## src/rtl/vram_pkg.sv

```systemverilog
//------------------------------------------------------------------------------
// Module   : vram_pkg
// Brief    : Shared raster/tile-map constants and the tile fetch address helper
//            for the tile-map VRAM arbiter.
// Revision : 1.0 - initial release
//------------------------------------------------------------------------------
`default_nettype none

package vram_pkg;

  localparam int CNT_W   = 11;
  localparam int ADDR_W  = 11;
  localparam int DATA_W  = 8;
  localparam int TILE_SH = 4;

  localparam logic [CNT_W-1:0] H_ACTIVE = 11'd800;
  localparam logic [CNT_W-1:0] V_ACTIVE = 11'd600;
  localparam logic [CNT_W-1:0] H_LAST   = 11'd1056;
  localparam logic [CNT_W-1:0] V_LAST   = 11'd628;
  localparam logic [CNT_W-1:0] TILE     = 11'd16;

  localparam logic [ADDR_W-1:0] MAP_COLS = 11'd50;

  // Last in-line fetch slot (hcnt = 16*48) and the next-line column-0 slot.
  localparam logic [CNT_W-1:0] LAST_LINE_SLOT = H_ACTIVE - TILE - TILE;
  localparam logic [CNT_W-1:0] WRAP_SLOT      = H_LAST - TILE;

  // Row-major tile address, wrapped to the VRAM address width.
  function automatic logic [ADDR_W-1:0] fetch_addr(input logic [ADDR_W-1:0] row,
                                                   input logic [ADDR_W-1:0] col);
    return row * MAP_COLS + col;
  endfunction

endpackage

`default_nettype wire

```

## src/rtl/vram_rr_arb.sv

```systemverilog
//------------------------------------------------------------------------------
// Module   : vram_rr_arb
// Brief    : Two-requester round-robin arbiter. A requester whose grant is
//            currently high is masked, and the pointer favours the requester
//            not granted last. Grants are registered; picks are combinational.
// Revision : 1.0 - initial release
//------------------------------------------------------------------------------
`default_nettype none

module vram_rr_arb (
  input  logic clk,
  input  logic rst_n,
  input  logic en,
  input  logic req0,
  input  logic req1,
  output logic pick0,
  output logic pick1,
  output logic gnt0,
  output logic gnt1
);

  logic w_elig0;
  logic w_elig1;
  logic r_last1;

  // Eligibility, pointer-based tie break and slot gating.
  always_comb begin
    w_elig0 = req0 & ~gnt0;
    w_elig1 = req1 & ~gnt1;
    pick0   = en & w_elig0 & (~w_elig1 | r_last1);
    pick1   = en & w_elig1 & (~w_elig0 | ~r_last1);
  end

  // Grant registers and last-granted pointer; reset favours requester 0.
  always_ff @(posedge clk or negedge rst_n) begin
    if (!rst_n) begin
      gnt0    <= 1'b0;
      gnt1    <= 1'b0;
      r_last1 <= 1'b1;
    end else begin
      gnt0 <= pick0;
      gnt1 <= pick1;
      if (pick0) begin
        r_last1 <= 1'b0;
      end else if (pick1) begin
        r_last1 <= 1'b1;
      end
    end
  end

endmodule

`default_nettype wire

```

## src/rtl/vram_arbiter.sv

```systemverilog
//------------------------------------------------------------------------------
// Module   : vram_arbiter
// Brief    : Single-port tile-map VRAM sequencer. Display tile fetches decoded
//            from hcnt/vcnt have absolute priority; other cycles go round-robin
//            to two writers. Fetched tile codes leave through a read pipeline.
//            Optional macro VRAM_WR_BLANK_ONLY_EN restricts writes to vertical
//            blanking (vcnt >= V_ACTIVE).
// Revision : 1.0 - initial release
//------------------------------------------------------------------------------
`default_nettype none

module vram_arbiter
  import vram_pkg::*;
(
  input  logic              clk25m,
  input  logic              rst_n,
  input  logic [CNT_W-1:0]  hcnt,
  input  logic [CNT_W-1:0]  vcnt,
  input  logic              wr0_req,
  input  logic [ADDR_W-1:0] wr0_addr,
  input  logic [DATA_W-1:0] wr0_data,
  output logic              wr0_gnt,
  input  logic              wr1_req,
  input  logic [ADDR_W-1:0] wr1_addr,
  input  logic [DATA_W-1:0] wr1_data,
  output logic              wr1_gnt,
  output logic              mem_en,
  output logic              mem_we,
  output logic [ADDR_W-1:0] mem_addr,
  output logic [DATA_W-1:0] mem_wdata,
  input  logic [DATA_W-1:0] mem_rdata,
  output logic [DATA_W-1:0] tile_data,
  output logic              tile_valid,
  output logic              frame_start
);

  logic [CNT_W-1:0]  w_next_line;
  logic              w_line_slot;
  logic              w_wrap_slot;
  logic              w_fetch_slot;
  logic [ADDR_W-1:0] w_row;
  logic [ADDR_W-1:0] w_col;
  logic              w_wr_ok;
  logic              w_pick0;
  logic              w_pick1;
  logic              r_rd_p1;
  logic              r_rd_p2;

  // Fetch slot decode and tile coordinates from the sampled raster counters.
  always_comb begin
    w_next_line  = (vcnt == V_LAST) ? '0 : vcnt + CNT_W'(1);
    w_line_slot  = (hcnt[TILE_SH-1:0] == '0) && (hcnt <= LAST_LINE_SLOT) &&
                   (vcnt < V_ACTIVE);
    w_wrap_slot  = (hcnt == WRAP_SLOT) && (w_next_line < V_ACTIVE);
    w_fetch_slot = w_line_slot | w_wrap_slot;
    w_row        = '0;
    w_col        = '0;
    if (w_wrap_slot) begin
      w_row = ADDR_W'(w_next_line >> TILE_SH);
    end else begin
      w_row = ADDR_W'(vcnt >> TILE_SH);
      w_col = ADDR_W'(hcnt >> TILE_SH) + ADDR_W'(1);
    end
  end

`ifdef VRAM_WR_BLANK_ONLY_EN
  // Writers only touch the map while the display is in vertical blanking.
  assign w_wr_ok = (vcnt >= V_ACTIVE);
`else
  assign w_wr_ok = 1'b1;
`endif

  vram_rr_arb u_rr_arb (
    .clk   (clk25m),
    .rst_n (rst_n),
    .en    (~w_fetch_slot & w_wr_ok),
    .req0  (wr0_req),
    .req1  (wr1_req),
    .pick0 (w_pick0),
    .pick1 (w_pick1),
    .gnt0  (wr0_gnt),
    .gnt1  (wr1_gnt)
  );

  // Registered RAM port: fetch first, then the arbitrated writer, else idle
  // with address and write data held.
  always_ff @(posedge clk25m or negedge rst_n) begin
    if (!rst_n) begin
      mem_en    <= 1'b0;
      mem_we    <= 1'b0;
      mem_addr  <= '0;
      mem_wdata <= '0;
    end else if (w_fetch_slot) begin
      mem_en   <= 1'b1;
      mem_we   <= 1'b0;
      mem_addr <= fetch_addr(w_row, w_col);
    end else if (w_pick0) begin
      mem_en    <= 1'b1;
      mem_we    <= 1'b1;
      mem_addr  <= wr0_addr;
      mem_wdata <= wr0_data;
    end else if (w_pick1) begin
      mem_en    <= 1'b1;
      mem_we    <= 1'b1;
      mem_addr  <= wr1_addr;
      mem_wdata <= wr1_data;
    end else begin
      mem_en <= 1'b0;
      mem_we <= 1'b0;
    end
  end

  // Read pipeline: read issued, RAM data valid, tile register loaded.
  always_ff @(posedge clk25m or negedge rst_n) begin
    if (!rst_n) begin
      r_rd_p1     <= 1'b0;
      r_rd_p2     <= 1'b0;
      tile_valid  <= 1'b0;
      tile_data   <= '0;
      frame_start <= 1'b0;
    end else begin
      r_rd_p1     <= w_fetch_slot;
      r_rd_p2     <= r_rd_p1;
      tile_valid  <= r_rd_p2;
      frame_start <= (hcnt == '0) && (vcnt == '0);
      if (r_rd_p2) begin
        tile_data <= mem_rdata;
      end
    end
  end

endmodule

`default_nettype wire

```

## config.mk

```make
export PLATFORM = sky130hd
export DESIGN_NAME = vram_arbiter
export DESIGN_NICKNAME = d
export VERILOG_FILES = /design/src/rtl/vram_pkg.sv /design/src/rtl/vram_rr_arb.sv /design/src/rtl/vram_arbiter.sv
export SDC_FILE = /design/constraint.sdc
export NUM_CORES = 1
export LEC_CHECK = 0
export ABC_AREA = 1
export CORE_ASPECT_RATIO = 1.1
export CORE_MARGIN = 4
export CORE_UTILIZATION = 47
export CTS_BUF_LIST = sky130_fd_sc_hd__clkbuf_8 sky130_fd_sc_hd__clkbuf_16
export DETAILED_ROUTE_END_ITERATION = 7
export PLACE_DENSITY = 0.82
export SLEW_MARGIN = 0
export SYNTH_ARGS = -nofsm -noshare
export SYNTH_HDL_FRONTEND = slang
export SYNTH_SLANG_ARGS = --single-unit
```

## constraint.sdc

```tcl
create_clock -name clk25m -period 2.2 [get_ports clk25m]
set_input_delay 0.44 -clock clk25m [delete_from_list [all_inputs] [get_ports clk25m]]
set_output_delay 0.44 -clock clk25m [all_outputs]
set_load 0.1 [all_outputs]
```

==> results of run 1 <==
==> worst max-delay path, stage by stage <==
cell,delay [ps]
clkdlybuf4s15_2,210
nor2_2,150
nand2_1,90
nor3_2,220
nand2_2,110
a21oi_4,260
nand2_8,120
o21ai_4,280
buf_12,140
ha_4,200
ha_4,180
fa_1,500
ha_4,330
nand3_2,80
nand3_2,90
nand2_1,60
nand2_1,100
a21oi_2,70
xnor2_1,200
xor2_1,230
inv_1,80
nand2_1,160
nand2_1,100
nand2_1,90
nand3_2,80
nand2_2,70
==> state kept, by name, indices dropped and copies added, names as in the netlist <==
signal,flops
mem_addr,11
mem_wdata,8
tile_data,8
frame_start,1
mem_en,1
mem_we,1
r_rd_p1,1
r_rd_p2,1
tile_valid,1
u_rr_arb.gnt0,1
u_rr_arb.gnt1,1
u_rr_arb.r_last1,1
==> cells in the final DEF (no fill, tap or decap), drive strengths merged, types with 7 or more instances in the layout <==
master           n
nand3           30
o211ai           7
ha              29
clkdlybuf4s50   48
nor2            42
buf            156
mux2             8
nand2          111
o21ai            8
dfrtp           35
a21oi           29
xor2             8
inv             43
==> cells by family (layout without fill, tap and decap cells) <==
family,count (synthesis),after routing,share of synthesized area [%]
and+or+nand+nor,199,200,31.0
DFF,36,36,29.3
muxes,8,8,2.93
xor gates and xnor gates,14,14,3.99
adders and majority gates,32,32,13.8
buffers and inverters,48,264,6.96
AOI/OAI and AO/OA,51,51,12.0
==> what timing repair did <==
action | 4_1_cts | 5_1_grt
hold endpoints to repair | 0 | 0
setup buffers | 12 | 22
gates cloned | 2 | 0
resized for setup | 149 | 70
pin swaps | 67 | 48
setup endpoints to repair | 25 | 24
==> cell type report <==
cell class / count / area [sq um] / area share (%)
well taps: 80 / 100 / 1.69
clock buffers: 5 / 68.8 / 1.16
flip-flops and latches: 36 / 902 / 15.3
multi-input cells: 305 / 2690 / 45.5
repair buffers: 213 / 1920 / 32.4
inverters: 43 / 194 / 3.28
clock inverters: 3 / 38.8 / 0.656
==> metrics by stage <==
| stage | power, mW | util, % | hold slack (ps) | TNS (ps) |
|---|---|---|---|---|
| after CTS | 4.11 | 86.8 | 250 | -14580 |
| after global placement | 3.35 | 78.9 | 332 | -27750 |
| final | 4.75 | 94.3 | 232 | -19420 |
| after global routing | 4.87 | 94.3 | 292 | -21040 |
| after floorplan | 2.66 | - | 144 | -9500 |
| after detailed placement | 3.40 | 78.9 | 339 | -30720 |
==> synth_stat cells (all sizes together) (3+ instances only) <==
| cell | n | share of area, % |
|---|---|---|
| a21oi | 29 | 6.6 |
| o21ai | 8 | 1.3 |
| nand3 | 30 | 5.0 |
| fa | 3 | 2.0 |
| buf | 3 | 1.2 |
| inv | 43 | 5.5 |
| nor2 | 42 | 7.4 |
| or2 | 6 | 1.2 |
| o211ai | 7 | 1.9 |
| xor2 | 8 | 2.3 |
| nand2 | 110 | 15 |
| xnor2 | 6 | 1.7 |
| ha | 29 | 12 |
| mux2 | 8 | 2.9 |
| nor3 | 6 | 1.3 |
| dfrtp | 35 | 28 |
==> report_power, final <==
group / leakage (nW) / internal [mW] / switching (mW) / total (mW)
Sequential: 0.444 / 0.804 / 0.130 / 0.934
Clock: 0.0593 / 0.332 / 0.256 / 0.588
Combinational: 2.28 / 1.11 / 2.12 / 3.23
Total: 2.79 / 2.25 / 2.51 / 4.75
==> how the worst min path moves through the flow <==
| stage | startpoint | end | slack (ps) |
|---|---|---|---|
| floorplan | rst_n | frame_start | 140 |
| global placement | r_rd_p1 | r_rd_p2 | 330 |
| detailed placement | r_rd_p1 | r_rd_p2 | 340 |
| CTS | rst_n | mem_addr[1] | 250 |
| global route | rst_n | mem_addr[1] | 290 |
| finish | rst_n | mem_wdata[4] | 230 |
==> routing by layer <==
metal	part of all wire [%]	wire (um)
met5	0	0
met3	11	1920
met2	48	8670
met4	9.4	1700
met1	32	5850
==> impl_metrics.tcl, run 1 <==
set metrics [dict create \
    portBuffers 104 \
    hp-class "input port to async pin" \
    fin_area_sq_um 5910 \
    setup_violations 25 \
    dp.cells 646 \
    async_flop_share_pct 100 \
    finalHoldViolCount 0 \
    status "complete, but fails checks" \
    ff2ff_path_depth 10 \
    ys.flop_type "dfrtp_1" \
    worst_pin_slew_ps 825 \
    p_leak_nw 2.79 \
    fmax_mhz 225 \
    setup_ws_ps -2240 \
    drv_cap 0 \
    dpl.hpwl_um 8120 \
    top_usage_layer "met2" \
    period_share_pct 202 \
    core_sq_um 6270 \
    clk_path_buf_depth 2 \
    synthCells 388 \
    num_io_pins 105 \
    grt_use_met1_pct 35.6 \
    crit_arrival_ps 4670 \
    grt_max_degree 37 \
    place_ws_ps -2640 \
    cellPowerDensity_nw_per_um2 804 \
    ctsHoldBuffers 0 \
    fin_nets 708 \
    cp_max_fo 5 \
    area_growth_pct 92.2 \
    ys_seq_area_share_pct 29.3 \
    critPathLaunch "hcnt[6]" \
    crit_end "mem_addr[10]" \
    drive_gt1_share_pct 53.9 \
    clock-sinks 36 \
    ys_seq_elements 36 \
    grt_overflow 0 \
    ys_warn_count 0 \
    avgRoutedWirePerCell_um 26.5 \
    syn_area_per_cell_sq_um 7.93 \
    rows 30 \
    drt_iter0_markers 479 \
    nFillCells 184 \
    initial_core_util_pct 49.1 \
    met2_usage_pct 56.7 \
    drc 0 \
    cts_tree "yes" \
    dieArea_sq_um 7900 \
    synth_edf_count 0 \
    r2r_setup_slack_ps 190 \
    r2r_end "mem_addr[9]" \
    netlist_area_sq_um 3080 \
    worstSetupEndpointType "register" \
    path_class "input port to register" \
    cts_max_level 2 \
    clockRootBuffer "clkbuf_8" \
    worstSetupStartpointType "input port" \
    post-route-min-period_ps 4440 \
    antenna_found_initial 0 \
    grt_pass1_vias 3943 \
    required_ps 2440 \
    final_cells 685 \
    r2r_start "u_rr_arb.gnt0" \
    viasPerCell 6.31 \
    numCtsBuffers 5 \
    vias 4322 \
    place_congestion 0.886 \
    ant_nets 0 \
    fp.dieH_um 92.8 \
    placed_area_sq_um 4950 \
    max-slew-margin-rel_pct 45.0 \
    n_antenna_cell 0 \
    rsz0062_at_grt "true" \
    drv_slew 0 \
    track_usage_pct 32.3 \
    synth_nets 492 \
    ys_types 42 \
    grt_pass1_wl_um 20000 \
    routed_wl_um 18100 \
    drt_first_pass_iters 5 \
    clk-insertion-delay-late_ps 300 \
    die_w_um 85.1 \
    finalClockSkew_ps 13.2 \
    vdd_drop_max_mv 0.810 \
    use_met3_pct 6.85 \
    clk_pin_slew_worst_paths_ps 80 \
    violations "setup timing" \
]
Power figures use the tool's default switching activity.
==> run 2, diff against run 1 <==
- ABC_AREA: 1 -> unset
- CORE_UTILIZATION: 47 -> 45
- PLACE_DENSITY: 0.82 -> 0.81
==> impl_metrics.tcl, run 2 <==
set metrics [dict create \
    status "complete, but fails checks" \
    violations "setup timing" \
    drt_iter0_markers 161 \
    synthCells 287 \
    n_antenna_cell 0 \
    ys_seq_area_share_pct 32.0 \
    finalHoldViolCount 0 \
    routed_wl_um 13200 \
    syn_area_per_cell_sq_um 9.83 \
    grt_overflow 0 \
    clockRootBuffer "clkbuf_8" \
    initial_core_util_pct 46.1 \
    grt_pass1_wl_um 18100 \
    setup_ws_ps -2350 \
    path_cells "buf_6 -> buf_6 -> nor4_4 -> a41oi_2 -> o221ai_2 -> a21oi_2 -> or3_4 -> o31ai_4 -> ha_4 -> ha_4 -> fa_1 -> ha_4 -> xor2_1 -> ha_1 -> nor2_1 -> nor2_1 -> o41ai_2 -> buf_4 -> xnor2_2 -> nand2_1 -> o21ai_2" \
    worst_pin_slew_ps 497 \
    crit_buf_inv 3 \
    ys.flop_type "dfrtp_1" \
    synth.most_common_cell "dfrtp_1" \
    yosys-top-cells-area "dfrtp_1 31%, ha_1 13%, a2bb2oi_2 4.3%" \
    pwr-share-seq_pct 21.3 \
    period_share_pct 207 \
    cts_max_level 2 \
    viasPerCell 6.04 \
    top_regs "mem_addr x11, mem_wdata x8, tile_data x8" \
    dieArea_sq_um 7600 \
    netlist_area_sq_um 2820 \
    async_flop_share_pct 100 \
    fin_nets 595 \
    setup_violations 24 \
    worstSetupEndpointType "register" \
    internal_power_mw 2.17 \
    cellPowerDensity_nw_per_um2 792 \
    synthTopCellsByCount "35 x dfrtp_1, 29 x ha_1, 26 x nor2_1" \
    drv_cap 0 \
    vias 3457 \
    fmax_mhz 220 \
    ys_seq_elements 36 \
    fin_util_pct 87.0 \
    drt_first_pass_iters 5 \
    crit_arrival_ps 4710 \
    dpl.hpwl_um 7130 \
    portBuffers 104 \
    synth_edf_count 0 \
    worstSetupStartpointType "input port" \
    grt_pass1_vias 3474 \
    clkPwrFrac_pct 13.7 \
    place_ws_ps -3020 \
    p_leak_nw 2.41 \
    max-slew-margin-rel_pct 66.9 \
    yosys.area.top_type "dfrtp_1" \
    area_growth_pct 88.7 \
    drc 0 \
    synth_nets 391 \
    clk_path_buf_depth 2 \
    nFillCells 267 \
    largest_register_ff_count 11 \
    ant_nets 0 \
    drive_gt1_share_pct 50.0 \
    numCtsBuffers 5 \
    avgRoutedWirePerCell_um 23.0 \
    antenna_found_initial 0 \
    rsz0062_at_grt "true" \
    mostFrequentLayoutCell "buf_4" \
    critPathSlowestCell "fa_1" \
    post-route-min-period_ps 4550 \
    required_ps 2360 \
    power_frac_comb_pct 65.0 \
    ys_warn_count 0 \
    final_cell_mix "117 x buf_4, 50 x clkdlybuf4s50_1, 33 x dfrtp_1" \
    ys_types 53 \
    track_usage_pct 29.9 \
    clock-sinks 36 \
    fp.dieH_um 91.0 \
    grt_max_degree 37 \
    num_io_pins 105 \
    rows 30 \
    tns_ps -18220 \
    drv_slew 0 \
    clk-insertion-delay-late_ps 300 \
    regMostFlops "mem_addr" \
    finalClockSkew_ps 12.3 \
    cts_tree "yes" \
    crit_path_frequent_cell "ha_4" \
    die_w_um 83.5 \
    crit_family "adder cells" \
    max_stage_delay_ps 580 \
    clk_pin_slew_worst_paths_ps 70 \
    vdd_drop_max_mv 0.528 \
    place_congestion 0.911 \
    hp-class "register to register" \
    core_sq_um 6120 \
    synth_top_area_share_pct 31.0 \
    cp_max_fo 3 \
    p_sw_share_pct 48.5 \
    path_class "input port to register" \
    switchingPower_mw 2.04 \
]
## run 2: layout make-up
cell class,instances,area [sq um],area share (%)
tap,80,100,1.88
inverter,10,55.1,1.03
timing repair buffer,210,1870,35.1
sequential,36,905,17.0
clock buffer,5,68.8,1.29
clock inverter,3,38.8,0.728
multi-input combinational,228,2290,43.0
## run 2: worst register-to-register path, cell delays in order, from the launching register on
cell	delay, ps
dfrtp_2	420
nor2b_1	260
a21bo_2	240
nand2_1	150
buf_12	190
a21oi_4	210
clkbuf_16	180
a2bb2oi_2	170
## run 2: power by group through the flow
stage	Combinational, mW	Clock [mW]	Sequential [mW]
2_1_floorplan	0.767	0	1.78
3_3_place_gp	2.37	0	0.878
3_5_place_dp	2.42	0	0.887
4_1_cts	2.54	0.567	0.875
5_1_grt	2.85	0.605	0.904
6_report	2.74	0.579	0.898
## run 2: routing by layer
layer  track usage [%]  vias up  wire length [um]
met5                 0        -                 0
met4              14.3        0               984
met3              7.08       89              1060
met2              54.9      239              6710
met1              32.1     1669              4410
li1                  -     1460                 -
## run 2: what timing repair did
item	in CTS	in global routing
setup endpoints to repair	25	25
buffers inserted	33	15
gates cloned	0	1
pin swaps	49	33
hold buffers	0	0
gates resized for setup	90	44
## run 2: cell families (layout without fill, tap and decap cells)
| logic type | Yosys count | count (layout) | synth area share, % |
|---|---|---|---|
| muxes | 17 | 17 | 6.39 |
| DFF | 36 | 36 | 32.0 |
| xor gates and xnor gates | 20 | 20 | 6.70 |
| adders and majority gates | 32 | 32 | 15.0 |
| buffers and inverters | 23 | 228 | 4.74 |
| AOI/OAI and AO/OA | 78 | 78 | 21.0 |
| and+or+nand+nor | 81 | 81 | 14.2 |
## run 2: stage by stage
stage	hold WS (ps)	power [mW]	std cells	instance area [sq um]
floorplan	144	2.55	287	3060
global placement	334	3.25	533	4630
detailed placement	343	3.31	533	4630
CTS	356	3.98	568	5160
global route	361	4.36	572	5330
finish	359	4.22	572	5330
## run 2: worst paths after layout
path	cells after the start	end	startpoint	slack, ps
worst max-delay path	21	mem_addr[8]	vcnt[0]	-2350
worst min-delay path	0	r_rd_p2	r_rd_p1	360
worst max register to register	7	mem_wdata[0]	u_rr_arb.gnt0	280
worst min register to register	0	r_rd_p2	r_rd_p1	360
max in group asynchronous	2	u_rr_arb.r_last1	rst_n	1270
min in group asynchronous	2	mem_addr[4]	rst_n	560
